[src/rtl/fetch_sequencer.sv]
// Program-counter and fetch sequencer: next-PC selection, imem handshake, halt/resume,
// precise trap with EPC capture, and a retired-instruction counter.
module fetch_sequencer #(
  parameter int          ADDR_W    = 32,
  parameter int          BYTE_ADDR = 0,
  parameter logic [31:0] RESET_PC  = 32'h0000_0000,
  parameter logic [31:0] TRAP_PC   = 32'h0000_0100,
  parameter int          TRAP_HALT = 0,
  parameter int          COUNT_W   = 32
) (
  input  logic               clk,
  input  logic               rst,
  input  logic               imem_valid,
  input  logic               stall,
  input  logic               halt_req,
  input  logic               resume,
  input  logic               branch_taken,
  input  logic [15:0]        branch_off,
  input  logic               jump,
  input  logic [25:0]        jump_index,
  input  logic               jump_reg,
  input  logic [ADDR_W-1:0]  jr_target,
  input  logic               invalid_inst,
  input  logic               trap_clr,
  output logic               imem_req,
  output logic [ADDR_W-1:0]  pc,
  output logic [ADDR_W-1:0]  link_addr,
  output logic               commit,
  output logic               halted,
  output logic               trap_flag,
  output logic [ADDR_W-1:0]  epc,
  output logic [COUNT_W-1:0] retired
);

  localparam int SH = (BYTE_ADDR != 0) ? 2 : 0;
  localparam int JB = 26 + SH;
  localparam logic [ADDR_W-1:0] STEP = (BYTE_ADDR != 0) ? ADDR_W'(4) : ADDR_W'(1);
  // Bits of link_addr kept by a direct jump; zero when the jump field covers the whole PC.
  localparam logic [ADDR_W-1:0] HI_MASK =
    (ADDR_W > JB) ? ~((ADDR_W'(1) << JB) - ADDR_W'(1)) : '0;
  localparam logic [ADDR_W-1:0] RST_PC_V  = RESET_PC[ADDR_W-1:0];
  localparam logic [ADDR_W-1:0] TRAP_PC_V = TRAP_PC[ADDR_W-1:0];

  typedef enum logic [0:0] {
    FETCH  = 1'b0,
    HALTED = 1'b1
  } state_t;

  state_t             state_q, state_d;
  logic [ADDR_W-1:0]  pc_q, pc_d;
  logic [ADDR_W-1:0]  epc_q, epc_d;
  logic               trap_q, trap_d;
  logic [COUNT_W-1:0] retired_q, retired_d;

  logic [ADDR_W-1:0]  link_s;
  logic [31:0]        off32_s;
  logic [ADDR_W-1:0]  branch_tgt_s;
  logic [27:0]        jfield_s;
  logic [ADDR_W-1:0]  jump_tgt_s;
  logic               commit_s;
  logic               imem_req_s;
  logic               halted_s;

  // Redirect target arithmetic, all modulo 2^ADDR_W.
  always_comb begin
    link_s       = pc_q + STEP;
    off32_s      = {{16{branch_off[15]}}, branch_off};
    branch_tgt_s = link_s + (ADDR_W'(off32_s) << SH);
    if (BYTE_ADDR != 0) begin
      jfield_s = {jump_index, 2'b00};
    end else begin
      jfield_s = {2'b00, jump_index};
    end
    jump_tgt_s = (link_s & HI_MASK) | (ADDR_W'(jfield_s) & ~HI_MASK);
  end

  // Next-state, next-PC, trap and counter logic.
  always_comb begin
    state_d    = state_q;
    pc_d       = pc_q;
    epc_d      = epc_q;
    trap_d     = trap_q;
    retired_d  = retired_q;
    commit_s   = 1'b0;
    imem_req_s = 1'b0;
    halted_s   = 1'b0;
    if (trap_clr) begin
      trap_d = 1'b0;
    end else begin
      trap_d = trap_q;
    end
    case (state_q)
      FETCH: begin
        imem_req_s = 1'b1;
        if (halt_req) begin
          state_d = HALTED;
        end else if (imem_valid && !stall && !rst) begin
          commit_s = 1'b1;
          if (invalid_inst) begin
            // A trap overrides a same-cycle clear and is not counted as retired.
            pc_d   = TRAP_PC_V;
            epc_d  = pc_q;
            trap_d = 1'b1;
            if (TRAP_HALT != 0) begin
              state_d = HALTED;
            end else begin
              state_d = FETCH;
            end
          end else begin
            retired_d = retired_q + COUNT_W'(1);
            if (branch_taken) begin
              pc_d = branch_tgt_s;
            end else if (jump) begin
              pc_d = jump_tgt_s;
            end else if (jump_reg) begin
              pc_d = jr_target;
            end else begin
              pc_d = link_s;
            end
          end
        end else begin
          pc_d = pc_q;
        end
      end
      HALTED: begin
        halted_s = 1'b1;
        if (resume && !halt_req) begin
          state_d = FETCH;
        end else begin
          state_d = HALTED;
        end
      end
      default: begin
        state_d = FETCH;
      end
    endcase
  end

  // State registers with asynchronous reset.
  always_ff @(posedge clk or posedge rst) begin
    if (rst) begin
      state_q   <= FETCH;
      pc_q      <= RST_PC_V;
      epc_q     <= '0;
      trap_q    <= 1'b0;
      retired_q <= '0;
    end else begin
      state_q   <= state_d;
      pc_q      <= pc_d;
      epc_q     <= epc_d;
      trap_q    <= trap_d;
      retired_q <= retired_d;
    end
  end

  assign imem_req  = imem_req_s;
  assign pc        = pc_q;
  assign link_addr = link_s;
  assign commit    = commit_s;
  assign halted    = halted_s;
  assign trap_flag = trap_q;
  assign epc       = epc_q;
  assign retired   = retired_q;

endmodule

[config.mk]
export PLATFORM = sky130hd
export DESIGN_NAME = fetch_sequencer
export DESIGN_NICKNAME = d
export VERILOG_FILES = /design/src/rtl/fetch_sequencer.sv
export SDC_FILE = /design/constraint.sdc
export NUM_CORES = 1
export LEC_CHECK = 0
export CAP_MARGIN = 20
export CORE_ASPECT_RATIO = 0.9
export CORE_MARGIN = 2
export CORE_UTILIZATION = 50
export CTS_BUF_LIST = sky130_fd_sc_hd__clkbuf_2
export CTS_CLUSTER_SIZE = 16
export DETAILED_ROUTE_END_ITERATION = 10
export PLACE_DENSITY = 0.82
export SYNTH_ARGS = -nofsm -noshare
export SYNTH_HDL_FRONTEND = slang
export SYNTH_SLANG_ARGS = --single-unit
[constraint.sdc]
create_clock -name clk -period 9.8 [get_ports clk]
set_clock_uncertainty 0.05 [all_clocks]
set_input_delay 2.45 -clock clk [delete_from_list [all_inputs] [get_ports clk]]
set_output_delay 2.45 -clock clk [all_outputs]
set_load 0.01 [all_outputs]
==> flow_metrics.py, run 1 <==
metrics = {
    "die": {
        "fp.dieH_um": 118,
        "num_rows": 41,
        "die_area_um2": 15500,
        "io_pins": 217,
        "start_util_pct": 51.5,
        "core_um2": 14100,
        "dieWidth_um": 131,
    },
    "hold_path": {
        "hold_start": "retired[31]",
        "min_path_type": "flop to flop",
    },
    "synthesis": {
        "yosysTopAreaCell": "dfrtp_1",
        "synth_seq_area_share_pct": 33.7,
        "synth_compound_area_share_pct": 19.9,
        "synthMuxAreaShare_pct": 7.33,
        "netlist_area_um2": 7270,
        "ys_top_cells_by_count": "dfrtp_1 (98), nand2_1 (78), o21ai_0 (67), a21oi_1 (57), xnor2_1 (56)",
        "yosys_warnings": 0,
        "syn_avg_cell_area_um2": 8.92,
        "synth_nets": 940,
        "async_reset_ff_share_pct": 100,
        "ys.flop_type": "dfrtp_1",
        "yosys.area_share.simple_pct": 18.0,
        "ys_seq_elements": 98,
        "synth_edf_count": 0,
        "synth_top_area_share_pct": 33.7,
        "synth_most_common_cell": "dfrtp_1",
        "synthTopCellsByArea": "dfrtp_1 (34%), xnor2_1 (6.7%), ha_1 (6.7%), mux2_2 (5.1%), o21ai_0 (4.6%)",
        "synth.distinct_cells": 72,
        "synth_adder_area_share_pct": 6.99,
        "synth_cells": 815,
        "synth_top_family_by_area": "compound AO/OA/AOI/OAI gates",
        "synth_xor_area_share_pct": 10.8,
    },
    "final_layout": {
        "regArea_um2": 2450,
        "final_cells": 1211,
        "nets": 1137,
        "multiInputGateArea_um2": 4580,
        "fill_cells": 1173,
        "area_delta_synth_final_pct": 33.6,
        "drive_gt1_share_pct": 7.77,
    },
    "pwr": {
        "comb_power_share_pct": 47.9,
        "p_leak_nw": 4.18,
        "power_density_nw_per_um2": 145,
        "p_seq_share_pct": 36.9,
        "p_clk_share_pct": 15.2,
        "power_w": 0.00141,
        "swShare_pct": 41.8,
        "p_int_w": 0.000819,
        "p_switching_w": 0.000588,
        "ir_worst_vdd_mv": 0.0876,
    },
    "global_routing": {
        "grt_max_degree": 65,
        "antenna_found_initial": 1,
        "gr-total-overflow": 0,
        "grt_pass1_wl_um": 37600,
        "grt.total_usage_pct": 31.3,
        "grt_pass1_vias": 7069,
    },
    "cts": {
        "cts_buffers": 9,
        "cts_tree": "yes",
        "clock-root-buffer": "clkbuf_2",
        "cts_sinks": 98,
        "worstSkewPairLatency_ns": 0.68,
        "cts_buffer_depth": 2,
        "cts_resized": 0,
        "cts_setup_buffers": 0,
        "postCtsHoldBufs": 0,
        "htree_levels": 3,
        "clkTransAtPathRegs_ns": 0.28,
    },
    "detailed_routing": {
        "routed_via_density": 6.01,
        "drc": 0,
        "drtIter0Drc": 585,
        "wl_um": 24200,
        "drt-pass1-iter-count": 5,
        "dr_total_vias": 7279,
        "wl_per_cell_um": 20.0,
        "detail-route-antenna-nets": 0,
    },
    "outcome": {
        "status": "finished clean",
    },
    "placement": {
        "portBuffers": 216,
        "dp.cells": 1194,
        "place_congestion": 0.946,
        "dp_hpwl_um": 18200,
    },
    "worst_setup_path": {
        "cp-start-kind": "input pin",
        "required_ns": 7.30,
        "r2r_slack_ns": 5.34,
        "worstSetupStartpoint": "rst",
        "end_kind": "output port",
        "path_class": "input pin to output port",
        "rr_startpoint": "pc[5]",
        "crit_fanout": 28,
        "worstPathArrival_ns": 4.75,
    },
    "job": {
        "max-cap-violations": 0,
    },
    "timing": {
        "fin_crit_sh_pct": 74.0,
        "timing.fmax_mhz": 138,
        "finalSetupViolations": 0,
        "timing.final.hold_violations": 0,
        "slew_headroom_pct": 33.9,
        "fin_tns_setup_ns": 0,
        "drv_slew": 0,
        "rsz0062_at_grt": "no",
        "worst_pin_slew_ns": 0.988,
        "min_period_ns": 7.25,
    },
}
## area by class of cell
type,instances,share of cell area [%]
tap,193,2.49
clock buffer,9,0.464
clock inverter,7,0.838
antenna,1,0.0258
inverter,20,0.799
timing repair buffer,225,23.0
multi-input combinational,658,47.2
sequential,98,25.3
## per-layer routing
metal / part of all wire, % / GRT usage [%] / up-vias
li1: - / - / 3377
met1: 43 / 44.1 / 3439
met2: 45 / 47.4 / 405
met3: 9.4 / 6.52 / 58
met4: 2.6 / 11.2 / 0
met5: 0 / 0 / -
## stage by stage
| step | instance area (µm²) | utilization (%) | hold slack (ns) | worst slack, ns |
|---|---|---|---|---|
| final | 9710 | 68.8 | 0.440 | 2.55 |
| after global routing | 9710 | 68.8 | 0.475 | 2.50 |
| after CTS | 9710 | 68.8 | 0.441 | 2.58 |
| after detailed placement | 9580 | 67.9 | 0.407 | 2.58 |
| after global placement | 9580 | 67.9 | 0.407 | 2.62 |
| after floorplan | 7270 | - | 0.454 | 3.76 |
## kinds of logic (layout without fill, tap and decap cells)
| group | count (synthesis) | in the layout |
|---|---|---|
| xor gates and xnor gates | 89 | 89 |
| and+or+nand+nor | 256 | 256 |
| AOI/OAI and AO/OA | 224 | 224 |
| buffers and inverters | 59 | 261 |
| DFF | 98 | 98 |
| muxes | 49 | 49 |
| other | 0 | 1 |
| adders and majority gates | 40 | 40 |
## registers in the layout, indices dropped and copies added (netlist names)
name and flops:
epc 32, pc 32, retired 32, state_q 1, trap_flag 1
## power by group through the flow
stage	registers (W)	logic [W]	clock network, W
floorplan	0.000517	0.000378	0
global placement	0.000522	0.000657	0
detailed placement	0.000523	0.000661	0
CTS	0.000517	0.000666	0.000218
global route	0.000527	0.000730	0.000230
finish	0.000519	0.000675	0.000214
## worst max-delay path: stages
cell	delay, ns
clkdlybuf4s50_1	0.47
or3_1	0.36
or2_1	0.23
buf_4	0.26
inv_1	0.09
buf_4	0.29
clkdlybuf4s50_1	0.60
## final timing paths
kind | end | depth (start not counted)
min | retired[31] | 1
max | commit | 7
min in group asynchronous | pc[3] | 2
max reg2reg | pc[26] | 13
min reg2reg | retired[31] | 1
max in group asynchronous | epc[21] | 3
## cells in the final DEF, fill, tap and decap left out, types with 3 or more instances in the layout
cell type	instances
a22o_1	5
ha_1	39
clkbuf_2	9
or3_1	5
clkinv_4	3
nand2b_1	6
clkdlybuf4s50_1	216
buf_4	9
nand3_1	30
a21oi_1	57
a21o_1	14
nor4_1	3
nand2_1	77
nor2b_1	6
o21bai_1	5
xnor2_1	56
nand2_2	3
and4_1	8
and3_1	13
nor3_2	4
mux2_2	33
a211oi_1	12
xor2_1	32
nor3_1	10
and2_1	6
o21a_1	6
o211a_1	3
mux2i_1	15
a221oi_1	4
inv_1	19
dfrtp_1	98
a22oi_1	7
a31oi_1	5
nor2_1	50
nand4_1	22
o211ai_1	11
o221ai_1	3
o21ai_0	67
Note: power is estimated with default switching activity, not from simulation.
==> inputs of run 2 (changes only) <==
Clock period 9.8 ns to 6.8 ns, I/O delays scaled along.
==> flow_metrics.py, run 2 (synthesized netlist as in run 1, its figures left out) <==
metrics = {
    "timing": {
        "finalSetupViolations": 0,
        "timing.final.hold_violations": 0,
        "worst_pin_slew_ns": 1.03,
        "timing.fmax_mhz": 186,
        "fin_tns_setup_ns": 0,
        "drv_slew": 0,
        "fin_crit_sh_pct": 79.0,
        "slew_headroom_pct": 30.7,
        "min_period_ns": 5.37,
        "rsz0062_at_grt": "no",
    },
    "placement": {
        "portBuffers": 216,
        "dp.cells": 1194,
        "place_congestion": 0.963,
        "dp_hpwl_um": 18000,
    },
    "global_routing": {
        "grt_max_degree": 61,
        "gr-total-overflow": 0,
        "antenna_found_initial": 1,
        "grt.total_usage_pct": 30.6,
        "grt_pass1_vias": 6913,
        "grt_pass1_wl_um": 36800,
    },
    "worst_setup_path": {
        "cp_slowest_cell": "clkdlybuf4s50_1",
        "max_stage_delay_ns": 0.55,
        "reg2regPathDepth": 13,
        "end_kind": "output port",
        "worstPathArrival_ns": 3.62,
        "worst_r2r_endpoint": "pc[27]",
        "required_ns": 5.05,
        "r2r_slack_ns": 2.34,
        "rr_startpoint": "pc[5]",
        "crit_fanout": 7,
        "cp-start-kind": "flop",
        "worstPathCellList": "ha_1 -> and3_1 -> nand2_1 -> nor3_2 -> nand2_2 -> or3_1 -> nand2_1 -> clkdlybuf4s50_1",
        "cp_common_cell": "nand2_1",
        "path_class": "flop to output port",
    },
    "hold_path": {
        "min_path_type": "flop to flop",
        "hold_start": "retired[31]",
        "min_delay_path_depth": 1,
        "hold_end": "retired[31]",
    },
    "final_layout": {
        "area_delta_synth_final_pct": 33.7,
        "final_cell_mix": "clkdlybuf4s50_1 (216), dfrtp_1 (98), nand2_1 (77), o21ai_0 (67), a21oi_1 (57)",
        "nets": 1137,
        "final_common_cell": "clkdlybuf4s50_1",
        "drive_gt1_share_pct": 7.67,
        "final_cells": 1211,
    },
    "cts": {
        "postCtsHoldBufs": 0,
        "htree_levels": 3,
        "cts_setup_buffers": 0,
        "cts_sinks": 98,
        "cts_resized": 0,
        "clock-root-buffer": "clkbuf_2",
        "cts_tree": "yes",
        "cts_buffers": 9,
        "worstSkewPairLatency_ns": 0.63,
        "cts_buffer_depth": 2,
        "clkTransAtPathRegs_ns": 0.32,
    },
    "detailed_routing": {
        "drc": 0,
        "dr_total_vias": 7310,
        "drtIter0Drc": 673,
        "wl_per_cell_um": 19.7,
        "detail-route-antenna-nets": 0,
        "drt-pass1-iter-count": 6,
        "routed_via_density": 6.04,
        "wl_um": 23800,
    },
    "die": {
        "num_rows": 41,
        "dieWidth_um": 131,
        "start_util_pct": 51.5,
        "io_pins": 217,
        "die_area_um2": 15500,
        "core_um2": 14100,
        "fp.dieH_um": 118,
    },
    "pwr": {
        "power_density_nw_per_um2": 210,
        "p_leak_nw": 4.18,
        "ir_worst_vdd_mv": 0.141,
    },
    "outcome": {
        "status": "finished clean",
    },
    "job": {
        "max-cap-violations": 0,
    },
}
-- run 2: changes by cell type in the layout (fill, tap and decap cells not counted) --
cell,change
clkinv_4,-3
inv_6,+2
bufinv_16,+1
clkinv_1,+1
clkinv_8,-1
clkinvlp_4,+1
inv_8,-1
-- run 2: how the worst max path moves through the flow --
stage	from	end	slack (ns)
finish	pc[1]	link_addr[30]	1.43
global route	pc[21]	link_addr[27]	1.19
CTS	pc[21]	link_addr[27]	1.39
detailed placement	rst	commit	1.60
global placement	rst	commit	1.61
floorplan	halt_req	commit	2.26
-- run 2: metrics by stage --
step / total power (W) / utilization (%) / setup WS [ns] / hold slack, ns / area, µm²
final: 0.00204 / 68.9 / 1.43 / 0.455 / 9710
after global routing: 0.00215 / 68.9 / 1.19 / 0.488 / 9710
after CTS: 0.00203 / 68.8 / 1.39 / 0.469 / 9710
after detailed placement: 0.00170 / 67.9 / 1.60 / 0.416 / 9580
after global placement: 0.00169 / 67.9 / 1.61 / 0.408 / 9580
after floorplan: 0.00129 / - / 2.26 / 0.454 / 7270
-- run 2: power breakdown --
part | switching [W] | internal [W] | leakage [nW]
sequential | 0.000103 | 0.000642 | 1.31
combinational | 0.000496 | 0.000476 | 2.79
clock | 0.000226 | 0.0000926 | 0.0752
-- run 2: layout make-up --
type	instances	area, µm²
antenna	1	2.50
clock buffer	9	45.0
clock inverter	7	86.3
fill	1154	4390
inverter	20	77.6
multi-input combinational	658	4580
sequential	98	2450
tap	193	241
timing repair buffer	225	2230
-- run 2: critical path: cells and delay by family, from the launching register on --
kind                       cells  cell delay (ns)
DFF                            1             0.52
buffers and inverters          1             0.55
and+or+nand+nor                6             1.70
adders and majority gates      1             0.21
-- run 2: layer usage --
| layer | global-route usage [%] | vias to the layer above | share of wire [%] |
|---|---|---|---|
| li1 | - | 3361 | - |
| met1 | 42.5 | 3450 | 43 |
| met4 | 12.0 | 0 | 3.2 |
| met2 | 46.3 | 444 | 45 |
| met5 | 0 | - | 0 |
| met3 | 6.38 | 55 | 9.2 |
==> inputs of run 3 (changes only) <==
Settings changed: CORE_UTILIZATION 50 to 45, PLACE_DENSITY 0.82 to 0.78.
Clock period 6.8 ns to 4.3 ns, I/O delays scaled along.
==> flow_metrics.py, run 3 (synthesized netlist as in run 1, its figures left out) <==
metrics = {
    "outcome": {
        "status": "finished clean",
    },
    "die": {
        "num_rows": 44,
        "fp.dieH_um": 125,
        "start_util_pct": 45.5,
        "core_um2": 16000,
        "dieWidth_um": 138,
        "io_pins": 217,
        "die_area_um2": 17200,
    },
    "final_layout": {
        "nets": 1198,
        "final_cell_mix": "clkdlybuf4s50_1 (213), dfrtp_1 (87), nand2_1 (76), buf_4 (69), o21ai_0 (67)",
        "area_delta_synth_final_pct": 42.0,
        "regArea_um2": 2470,
        "postLayoutCoreUtil_pct": 64.6,
        "fill_cells": 1365,
        "final_common_cell": "clkdlybuf4s50_1",
        "multiInputGateArea_um2": 4670,
        "drive_gt1_share_pct": 15.2,
    },
    "timing": {
        "fin_ws_ns": 0.119,
        "slew_headroom_pct": 40.0,
        "fin_crit_sh_pct": 97.2,
        "worst_pin_slew_ns": 0.900,
        "timing.final.hold_violations": 0,
        "min_period_ns": 4.18,
        "timing.fmax_mhz": 239,
        "finalSetupViolations": 0,
        "drv_slew": 0,
    },
    "placement": {
        "dp_hpwl_um": 19000,
        "portBuffers": 216,
        "place_congestion": 1.00,
        "post-place-ws_ns": 0.150,
    },
    "global_routing": {
        "antenna_found_initial": 1,
        "grt_max_degree": 69,
        "gr-total-overflow": 0,
        "grt_pass1_vias": 7075,
        "grt.total_usage_pct": 29.1,
        "grt_pass1_wl_um": 38600,
    },
    "cts": {
        "worstSkewPairLatency_ns": 0.66,
        "cts_buffer_depth": 2,
        "htree_levels": 3,
        "clock-root-buffer": "clkbuf_2",
        "cts_tree": "yes",
        "clkTransAtPathRegs_ns": 0.30,
        "postCtsHoldBufs": 0,
        "cts_sinks": 98,
        "cts_buffers": 9,
    },
    "hold_path": {
        "min_path_type": "flop to flop",
    },
    "detailed_routing": {
        "routed_via_density": 5.81,
        "drtIter0Drc": 636,
        "wl_per_cell_um": 19.8,
        "wl_um": 25400,
        "drt-pass1-iter-count": 5,
        "dr_total_vias": 7470,
        "drc": 0,
        "detail-route-antenna-nets": 0,
    },
    "worst_setup_path": {
        "max_stage_delay_ns": 0.55,
        "cp_common_cell": "buf_4",
        "cp_slowest_cell": "or4_4",
        "r2r_slack_ns": 0.31,
        "end_kind": "output port",
        "worstPathCellList": "buf_4 -> nand4_1 -> or4_4 -> nor3_2 -> xor2_1 -> buf_4 -> clkdlybuf4s50_1",
        "worstPathArrival_ns": 3.06,
        "cp-start-kind": "flop",
        "crit_fanout": 4,
        "required_ns": 3.17,
        "path_class": "flop to output port",
    },
    "pwr": {
        "ir_worst_vdd_mv": 0.166,
        "p_leak_nw": 4.59,
        "power_density_nw_per_um2": 332,
    },
    "job": {
        "max-cap-violations": 0,
    },
}
## run 3: changes by cell type in the layout (fill, tap and decap cells not counted), sizes merged
cell / previous run / this run
clkinv: 2 / 0
buf: 9 / 70
inv: 23 / 25
clkdlybuf4s50: 216 / 213
dlymetal6s2s: 0 / 3
## run 3: per-layer routing
layer  up-vias  GRT usage [%]  routed length [µm]  share of wire, %
met5         -              0                   0                 0
met4         0           8.64                 586               2.3
met3        49           6.55                2190               8.6
met2       347           45.2               11700                46
met1      3585           40.4               10900                43
li1       3489              -                   -                 -
## run 3: final cells by class
cell class              count  area share (%)
multi-input cells         658            45.3
repair buffers            286            26.2
flip-flops and latches     98            23.9
well taps                 207            2.51
clock inverters             7           0.885
inverters                  20           0.752
clock buffers               9           0.437
diodes                      1          0.0243
## run 3: worst max-delay path: cells and delay by family, from the launching register on
kind | cells | cell delay [ns]
xor gates and xnor gates | 1 | 0.21
buffers and inverters | 3 | 0.83
DFF | 1 | 0.45
and+or+nand+nor | 3 | 0.92
## run 3: where the power goes
group / internal [W] / switching (W)
sequential: 0.00102 / 0.0000970
clock: 0.000154 / 0.000375
combinational: 0.000867 / 0.000908
## run 3: repair_timing
action / CTS / global route
pin swaps: 1 / 4
endpoints found under the setup margin: 14 / 15
setup buffers: 13 / 18
gates resized for setup: 20 / 10
## run 3: through the flow
stage	total power (W)	instances	TNS [ns]	hold WS, ns	area [µm²]
finish	0.00342	1286	0	0.445	10300
global route	0.00361	1286	-0.0352	0.457	10300
CTS	0.00336	1267	-0.0254	0.448	10100
detailed placement	0.00278	1238	0	0.419	9840
global placement	0.00277	1238	0	0.409	9840
floorplan	0.00204	815	0	0.454	7270
## run 3: final timing paths
path	cells past startpoint	endpoint	startpoint
setup / recovery	7	link_addr[19]	pc[0]
hold reg to reg	1	retired[31]	retired[31]
setup reg to reg	16	pc[23]	pc[0]
min in group asynchronous	2	retired[2]	rst
max in group asynchronous	3	pc[1]	rst
hold / removal	1	retired[31]	retired[31]
